### config.mk
export PLATFORM = sky130hd
export DESIGN_NAME = quad_encoder_gen
export DESIGN_NICKNAME = d
export VERILOG_FILES = /design/src/rtl/quad_pkg.sv /design/src/rtl/quad_step_timer.sv /design/src/rtl/quad_encoder_gen.sv
export SDC_FILE = /design/constraint.sdc
export NUM_CORES = 1
export LEC_CHECK = 0
export CORE_ASPECT_RATIO = 1.4
export CORE_MARGIN = 10
export CORE_UTILIZATION = 40
export DETAILED_ROUTE_END_ITERATION = 7
export PLACE_DENSITY = 0.72
export REMOVE_ABC_BUFFERS = 1
export SLEW_MARGIN = 5
export SYNTH_ARGS = -nofsm -noshare
export SYNTH_HDL_FRONTEND = slang
export SYNTH_SLANG_ARGS = --single-unit
### constraint.sdc
create_clock -name clk -period 4.6 [get_ports clk]
set_input_delay 0.69 -clock clk [delete_from_list [all_inputs] [get_ports clk]]
set_output_delay 0.69 -clock clk [all_outputs]
set_load 0.02 [all_outputs]
### src/rtl/quad_pkg.sv
// Shared types and helpers for the quadrature encoder emulator.
// Phase is the {A,B} pair; forward order is 00 -> 10 -> 11 -> 01.
package quad_pkg;

  typedef enum logic {
    IDLE = 1'b0,
    RUN  = 1'b1
  } state_e;

  localparam logic [1:0] PH_00 = 2'b00;
  localparam logic [1:0] PH_10 = 2'b10;
  localparam logic [1:0] PH_11 = 2'b11;
  localparam logic [1:0] PH_01 = 2'b01;

  localparam logic DIR_FWD = 1'b1;
  localparam logic DIR_REV = 1'b0;

  // Adjacent entries differ in one bit, so every step is a single-edge change.
  function automatic logic [1:0] phase_fwd(input logic [1:0] ph);
    logic [1:0] nxt;
    nxt = PH_00;
    case (ph)
      PH_00:   nxt = PH_10;
      PH_10:   nxt = PH_11;
      PH_11:   nxt = PH_01;
      default: nxt = PH_00;
    endcase
    return nxt;
  endfunction

  function automatic logic [1:0] phase_rev(input logic [1:0] ph);
    logic [1:0] nxt;
    nxt = PH_00;
    case (ph)
      PH_00:   nxt = PH_01;
      PH_01:   nxt = PH_11;
      PH_11:   nxt = PH_10;
      default: nxt = PH_00;
    endcase
    return nxt;
  endfunction

endpackage

### src/rtl/quad_step_timer.sv
// Loadable down-counter pacing quadrature edges; ticks when enabled at zero
// and reloads itself with period-1 on that tick.
module quad_step_timer #(
  parameter int DIV_WIDTH = 16
) (
  input  logic                 clk,
  input  logic                 rst,
  input  logic                 load_i,
  input  logic [DIV_WIDTH-1:0] period_i,
  input  logic                 en_i,
  output logic                 tick_o
);

  logic [DIV_WIDTH-1:0] cnt_q, cnt_d;
  logic [DIV_WIDTH-1:0] reload_q, reload_d;
  logic [DIV_WIDTH-1:0] period_m1;

  // A period of zero behaves as one, giving a reload value of zero.
  assign period_m1 = (period_i == '0) ? '0 : period_i - DIV_WIDTH'(1);

  assign tick_o = en_i && (cnt_q == '0);

  always_comb begin
    cnt_d    = cnt_q;
    reload_d = reload_q;
    if (load_i) begin
      cnt_d    = period_m1;
      reload_d = period_m1;
    end else if (tick_o) begin
      cnt_d = reload_q;
    end else if (en_i) begin
      cnt_d = cnt_q - DIV_WIDTH'(1);
    end
  end

  always_ff @(posedge clk or posedge rst) begin
    if (rst) begin
      cnt_q    <= '0;
      reload_q <= '0;
    end else begin
      cnt_q    <= cnt_d;
      reload_q <= reload_d;
    end
  end

endmodule

### src/rtl/quad_encoder_gen.sv
// Quadrature encoder emulator: accepts move commands and emits a Gray-coded
// A/B pair at the commanded rate while tracking the resulting position.
//
// state | meaning
// IDLE  | waiting for a command, cmd_ready high
// RUN   | emitting edges, one per timer tick, until remaining hits zero or abort
module quad_encoder_gen
  import quad_pkg::*;
#(
  parameter int WIDTH     = 8,
  parameter int DIV_WIDTH = 16
) (
  input  logic                 clk,
  input  logic                 reset,
  input  logic                 cmd_valid,
  output logic                 cmd_ready,
  input  logic                 cmd_dir,
  input  logic [WIDTH-1:0]     cmd_steps,
  input  logic [DIV_WIDTH-1:0] cmd_period,
  input  logic                 cmd_abort,
  output logic                 enc_a,
  output logic                 enc_b,
  output logic                 busy,
  output logic                 done,
  output logic [WIDTH-1:0]     position
);

  state_e           state_q, state_d;
  logic [1:0]       phase_q, phase_d;
  logic [WIDTH-1:0] pos_q, pos_d;
  logic [WIDTH-1:0] rem_q, rem_d;
  logic             dir_q, dir_d;
  logic             done_q, done_d;

  logic accept;
  logic run_en;
  logic tick;
  logic last_step;

  assign accept    = (state_q == IDLE) && cmd_valid;
  // Abort suppresses the tick so a coinciding edge is never emitted.
  assign run_en    = (state_q == RUN) && !cmd_abort;
  assign last_step = (rem_q == WIDTH'(1));

  quad_step_timer #(
    .DIV_WIDTH(DIV_WIDTH)
  ) u_timer (
    .clk     (clk),
    .rst     (reset),
    .load_i  (accept),
    .period_i(cmd_period),
    .en_i    (run_en),
    .tick_o  (tick)
  );

  always_ff @(posedge clk or posedge reset) begin
    if (reset) state_q <= IDLE;
    else       state_q <= state_d;
  end

  always_comb begin
    state_d = state_q;
    case (state_q)
      IDLE: if (accept && (cmd_steps != '0)) state_d = RUN;
      RUN: begin
        if (cmd_abort)              state_d = IDLE;
        else if (tick && last_step) state_d = IDLE;
      end
      default: state_d = IDLE;
    endcase
  end

  always_comb begin
    cmd_ready = (state_q == IDLE);
    busy      = (state_q == RUN);
    enc_a     = phase_q[1];
    enc_b     = phase_q[0];
    done      = done_q;
    position  = pos_q;
  end

  always_comb begin
    phase_d = phase_q;
    pos_d   = pos_q;
    rem_d   = rem_q;
    dir_d   = dir_q;
    done_d  = 1'b0;
    case (state_q)
      IDLE: begin
        if (accept) begin
          dir_d  = cmd_dir;
          rem_d  = cmd_steps;
          done_d = (cmd_steps == '0);
        end
      end
      RUN: begin
        if (cmd_abort) begin
          done_d = 1'b1;
        end else if (tick) begin
          if (dir_q == DIR_FWD) begin
            phase_d = phase_fwd(phase_q);
            pos_d   = pos_q + WIDTH'(1);
          end else begin
            phase_d = phase_rev(phase_q);
            pos_d   = pos_q - WIDTH'(1);
          end
          rem_d  = rem_q - WIDTH'(1);
          done_d = last_step;
        end
      end
      default: ;
    endcase
  end

  always_ff @(posedge clk or posedge reset) begin
    if (reset) begin
      phase_q <= PH_00;
      pos_q   <= '0;
      rem_q   <= '0;
      dir_q   <= DIR_FWD;
      done_q  <= 1'b0;
    end else begin
      phase_q <= phase_d;
      pos_q   <= pos_d;
      rem_q   <= rem_d;
      dir_q   <= dir_d;
      done_q  <= done_d;
    end
  end

endmodule

After elaboration in Yosys (flattened, before gate mapping)

Index checks and enable logic that the tools add are counted.

Logic and storage cells: 57
Output and inout port bits: 13
Bits of input ports: 29
Bits in registers: 53

Muxes and demuxes: 20
Reduce and logical (&&, ||, !) cells: 15
$add $sub $neg: 5
Bitwise operators: 2
Eq/ne operators: 7

Operators with widths:

| kind                                                                     | count |
|---|---|
| 16-bit 2-to-1 mux                                                        | 4 |
| 16-bit logical NOT                                                       | 2 |
| 8-bit 2-to-1 mux                                                         | 4 |
| 16-bit by 1-bit subtractor with 16-bit output (second input constant)    | 2 |
| 8-bit one-hot mux with 2 select lines                                    | 1 |
| 8-bit by 1-bit subtractor with 8-bit output (second input constant)      | 2 |
| 2-bit one-hot mux with 3 select lines                                    | 2 |
| 8-bit by 1-bit adder with 8-bit output (second input constant)           | 1 |
| 8-bit by 1-bit equality test with 1-bit output (second input constant)   | 1 |
| 8-bit logical NOT                                                        | 1 |
| 8-bit nonzero test                                                       | 1 |
| 1-bit 2-to-1 mux                                                         | 6 |
| 3-bit AND reduction                                                      | 2 |
| 1-bit logical AND                                                        | 5 |
| 2-bit equality test (second input constant)                              | 2 |
| 2-bit by 1-bit inequality test with 1-bit output (second input constant) | 2 |
| 1-bit one-hot mux with 2 select lines                                    | 2 |
| 3-bit nonzero test                                                       | 1 |
| 2-bit by 1-bit equality test with 1-bit output (second input constant)   | 1 |
| 2-bit logical NOT                                                        | 1 |
| 2-bit 2-to-1 mux                                                         | 1 |
| 2-bit inequality test (second input constant)                            | 1 |
| 1-bit NOT                                                                | 2 |
| 2-bit AND reduction                                                      | 1 |
| 1-bit logical NOT                                                        | 1 |

Logic depth before layout (Yosys ltp)

Depth in word-level cells: 7
Mapped depth: 8
Depth with buffers taken out: 7

Cells and area by module

Synthesis repeated with hierarchy kept, for this count alone.

Cells, all modules: 385
Area, all modules: 3482.1 µm²

Modules (own cells, without submodules):

| module           | times used | area each (µm²) | seq. area each (µm²) | cells an instance |
|---|---|---|---|---|
| quad_step_timer  | 1          | 2132.0          | 800.8                | 233 |
| quad_encoder_gen | 1          | 1350.0          | 526.8                | 152 |

Worst setup path before layout

Ideal clock, no wire load.

Path kind: register -> register
Start point: register u_timer.cnt_q[0]
End point: register u_timer.cnt_q[5]
Arrival: 2.515 ns
Stages on the path, launching flop included: 8
Buffers on the path: 0
Setup slack: 2.020 ns
Required time: 4.535 ns
Setup time: 0.065 ns
Period minus slack after synthesis: 2.580 ns
Cell sequence: dfrtp_1 > inv_1 > ha_1 > or4b_2 > or4_4 > or4_1 > a31oi_1 > o22a_1

Word-level cells in the longest chain between the ends: 4
Elaborated cells on any way between the ends: 7
Those cells by class: add/sub (1); mux (3); reduce/logical (3)

Ends and longest elaborated chain:

| what                                                                                       | RTL line                                     | RTL |
|---|---|---|
| start: declaration                                                                         | quad_step_timer.sv:14                        | `logic [DIV_WIDTH-1:0] cnt_q, cnt_d;` |
| start signal: assignment                                                                   | quad_step_timer.sv:41                        | `cnt_q <= cnt_d;` |
| 16-bit by 1-bit subtractor with 16-bit output / 16-bit logical NOT (equally long branches) | quad_step_timer.sv:32, quad_step_timer.sv:21 |  |
| 16-bit 2-to-1 mux / 1-bit logical AND (equally long branches)                              | quad_step_timer.sv:31, quad_step_timer.sv:21 |  |
| 16-bit 2-to-1 mux                                                                          | quad_step_timer.sv:29                        | `end else if (tick_o) begin` |
| 16-bit 2-to-1 mux                                                                          | quad_step_timer.sv:26                        | `if (load_i) begin` |

Parallel ways exist; a longest one is shown, timed or not. The select of a mux whose other input is x is not followed.
A chain may end at the register's enable or synchronous reset.

Worst setup path after layout

Start point: input port cmd_period[4]
End point: register u_timer.cnt_q[3]

Word-level cells in the longest chain between the ends: 3

Ends and longest elaborated chain:

| what               | RTL line               | RTL |
|---|---|---|
| start: declaration | quad_encoder_gen.sv:19 | `input logic [DIV_WIDTH-1:0] cmd_period,` |
| 16-bit logical NOT | quad_step_timer.sv:19  | `assign period_m1 = (period_i == '0) ? '0 : period_i - DIV_WIDTH'(1);` |
| 16-bit 2-to-1 mux  | quad_step_timer.sv:19  |  |
| 16-bit 2-to-1 mux  | quad_step_timer.sv:26  |  |

Every way passes these cells.

==> flow_results.org <==
** Route
- In the final routed layout, each cell accounts on average for 15.94 um.
- In the routed layout, each cell is associated on average with a via count of 5.722.
- Antenna Violating Nets Remaining :: 0
- Summed over all layers, the routed wires come to ~8.3 mm.
- Iteration-0 DRC Markers :: approximately 280
- The first detailed-routing pass ran for 4 iterations.
- Via Count :: between 2,000 and 3,000
- Remaining routing DRC violations :: 0

** Synthesis
- Fraction of the mapped netlist area in adder cells :: 0.04399
- Synthesized netlist cell count :: 380
- A synthesized cell averages roughly 8.7 um^2.
- Of the post-synthesis cell area, the dominant cell type holds 0.3944.
- sky130_fd_sc_hd__dfrtp_1 takes more of the synthesized area than any other cell.
- The netlist uses 56 different library cells.
- Of the total synthesized cell area, the portion taken by AND, OR, NAND and NOR gates is 0.2264.
- Yosys synthesis warning count :: 0
- Compound-cell area share of the yosys netlist :: 0.2127
- Most used flip-flop cell after synthesis :: sky130_fd_sc_hd__dfrtp_1
- Main combinational cell family by area after synthesis :: simple AND/OR/NAND/NOR gates
- In this run, synthesis inferred 0 flip-flops with an integrated enable.
- After synthesis the netlist holds a flip-flop and latch count of 53.
- For this run, the register share of the synthesized area comes to 0.4024.
- Counting flops with an async set or reset pin after synthesis yields a share of 1.000.
- Cell area after synthesis :: 3299 um^2
- Synth area leaders :: sky130_fd_sc_hd__dfrtp_1 (39%), sky130_fd_sc_hd__nand2_1 (5.3%), sky130_fd_sc_hd__o21ai_0 (4.7%)
- Of the total synthesized cell area, the portion taken by XOR and XNOR cells is 0.06902.
- Of the post-synthesis cell area, the part taken by muxes is 0.006068.

** Critical path
- WP data arrival :: between 3 and 4 ns
- Maximum fanout encountered on the critical timing path :: 13
- Element type at the critical path start :: primary input
- The worst setup path is captured at a register.
- Worst Setup Path Type :: in2reg
- The startpoint identified for the worst register-to-register timing path is u_timer.cnt_q[0].
- At the worst endpoint, the required time is ~4.8 ns.
- The critical path starts at cmd_period[4].

** Clock network
- Max Root-Sink Buffers :: 2
- Quantity of gates resized following cts :: 0
- Clk root buf :: sky130_fd_sc_hd__clkbuf_16
- Htree depth :: 2
- Number of buffers added by the clock tree synthesis step :: 5
- Clock network latency to the later pin of the worst-skew pair :: a little under 0.3 ns
- The clock drives 53 sinks.
- After clock tree synthesis, the setup repair step added 0 buffers.
- TritonCTS built the clock tree.
- Post-CTS clock slew at the launch and capture registers of the worst setup and hold paths :: approximately 0.07 ns
- Count of hold buffers inserted by post-cts repair :: 0

** Timing
- The number of hold-slack violations in the final timing report was 0.
- Setup violations remaining at the end of the flow were counted as 0.
- For the pin with the worst max-slew slack, the measured transition is 1.104 ns.
- Total negative slack :: 0 ns
- Across the routed clock network, the largest skew measured is roughly 0.0090 ns.
- Setup repair after global routing missed its margin :: false
- Period utilisation layout :: 0.7066
- Headroom to the max-slew limit came out at 0.2638.
- Max-slew violation count :: 0
- For this run, the top clock speed supported by timing is slightly above 300 MHz.
- The clock period could shrink to approximately 3.3 ns.

** Floorplanning
- Vertical die dimension :: about 130 um
- Total die area :: about 12,000 um^2
- For this design the top-level I/O count stands at 42.
- Placeable core region :: around 8000 um^2
- Starting Density :: 0.4073
- From left edge to right edge, the die measures approximately 97 um.
- Number of placement rows :: 39

** Layout
- N_diodes :: 0
- The finished layout holds a little over 500 standard cells, fillers aside.
- Registers take 1328 um^2.
- With fillers left out, the area of the finished cells amounts to slightly below 4000 um^2.
- For this run, the post-layout net count is roughly 460.
- Area overhead of the layout relative to synthesis :: 19.68%
- Multi-input gate area in the final layout :: roughly 1800 um^2
- Counting the fill cells in the layout gives 803.
- Once layout is complete, the utilization of the core stands at 0.4875.
- Share of final-layout standard cells stronger than drive strength 1 :: 0.05048

** GRT
- The number of global-route vias before repair is between 3,000 and 4,000.
- Pin count of the biggest net entering global routing :: 54
- First-pass GRT wire length :: 14.06 mm
- GRT Residual Overflow :: 0
- GR Util All Layers :: 0.1307
- Number of antenna violations at the first check in global routing :: 0

** Power
- Pwr/cell area :: ~370 nW/um^2
- Across the VDD grid, the largest voltage drop is 0.0002106 V.
- Cell leakage power :: 0.001576 uW

** Worst hold path
- The path class of the tightest hold or removal check is reg2reg.
- In this run the most critical hold path is launched from u_timer.reload_q[8].

** Place
- The wire-length estimate of the detail-placed layout is 6.049 mm.
- At the end of routability-driven placement, the weighted congestion stood at around 0.84.
- Placed cell areas :: about 3800 um^2
- In this run the tool buffered the top-level ports with 41 buffer cells.
- Inst Count DP :: between 500 and 600

** Job
- Max Cap Violations :: 0

** Run status
- The flow ran to the end, and the final reports show no timing, DRC or antenna violations.
==> cells by family (layout without fill, tap and decap cells) <==
| family | after synthesis | after routing |
|---|---|---|
| AND/OR/NAND/NOR | 149 | 149 |
| AO/OA/AOI/OAI | 107 | 107 |
| flip-flops | 53 | 53 |
| buffers and inverters | 32 | 68 |
| XOR/XNOR | 26 | 26 |
| adder cells (fa/ha/maj) | 11 | 11 |
| multiplexers | 2 | 2 |
==> flip-flops by register name, indices dropped and copies added, names as in the netlist <==
name and flops:
busy 1, dir_q 1, position 8, done 1, u_timer.cnt_q 16, phase_q 2
rem_q 8, u_timer.reload_q 16
==> Yosys cell counts, drive strengths merged (2+ instances only) <==
master	instances
o31a	2
nor2b	2
a2bb2oi	4
nand2	47
nand3	11
nand4	2
nor3b	2
ha	10
or4	8
nand3b	2
nand2b	4
o22a	6
clkbuf	15
xor2	12
nor2	35
a21o	5
nor4	8
a31oi	14
nand4b	2
buf	3
mux2i	2
o21a	4
o31ai	2
xnor2	14
o21ai	31
o211ai	7
dfrtp	52
a21oi	16
or3	4
nor3	15
a211oi	2
inv	14
nor4b	3
==> metal layers <==
layer | track usage | share of wire
met1 | 0.1537 | 0.44
met2 | 0.2326 | 0.51
met3 | 0.02157 | 0.044
met4 | 0.04787 | 0.010
met5 | 0 | 0
==> path summary, 6_finish.rpt <==
check	to	slack [ns]	cells past startpoint
hold reg to reg	u_timer.reload_q[8]	0.47	2
setup reg to reg	u_timer.cnt_q[5]	1.72	7
hold / removal	u_timer.reload_q[8]	0.47	2
min in group asynchronous	position[0]	0.98	2
setup / recovery	u_timer.cnt_q[3]	1.35	6
max in group asynchronous	u_timer.cnt_q[0]	2.92	2
==> critical path: stages <==
cell	delay (ns)
sky130_fd_sc_hd__clkdlybuf4s50_1	0.46
sky130_fd_sc_hd__nor4_2	0.61
sky130_fd_sc_hd__nand3b_1	0.29
sky130_fd_sc_hd__o41ai_2	0.88
sky130_fd_sc_hd__nor2_1	0.18
sky130_fd_sc_hd__a221o_1	0.31
==> cell usage in the layout (no fill, tap or decap), types with 12 or more instances in the layout <==
cell type,netlist,routed
sky130_fd_sc_hd__a21oi_1,16,16
sky130_fd_sc_hd__clkdlybuf4s50_1,0,41
sky130_fd_sc_hd__xnor2_1,14,14
sky130_fd_sc_hd__inv_1,14,13
sky130_fd_sc_hd__nor2_1,35,35
sky130_fd_sc_hd__xor2_1,12,12
sky130_fd_sc_hd__dfrtp_1,52,52
sky130_fd_sc_hd__a31oi_1,14,14
sky130_fd_sc_hd__o21ai_0,31,31
sky130_fd_sc_hd__nand2_1,47,47
sky130_fd_sc_hd__nor3_1,15,15
==> stage by stage <==
step	setup WS, ns	total power [uW]	hold WS (ns)
after detailed placement	1.036	1102	0.4585
after global placement	1.088	1085	0.4566
after CTS	1.359	1477	0.4754
after floorplan	1.569	960.3	0.4406
after global routing	1.110	1571	0.5077
final	1.350	1473	0.4723
==> where the power goes <==
part | internal (uW) | switching [uW]
clock network | 202 | 173
registers | 572 | 119
logic | 190 | 216
total | 965 | 509
==> cell type report <==
cell class              count  share of cell area
repair buffers             46              0.1134
flip-flops and latches     53              0.3362
multi-input cells         295              0.4683
clock inverters             2            0.003802
inverters                  14             0.01331
well taps                 102             0.03232
clock buffers               6             0.03264
Note: power is estimated with default switching activity, not from simulation.
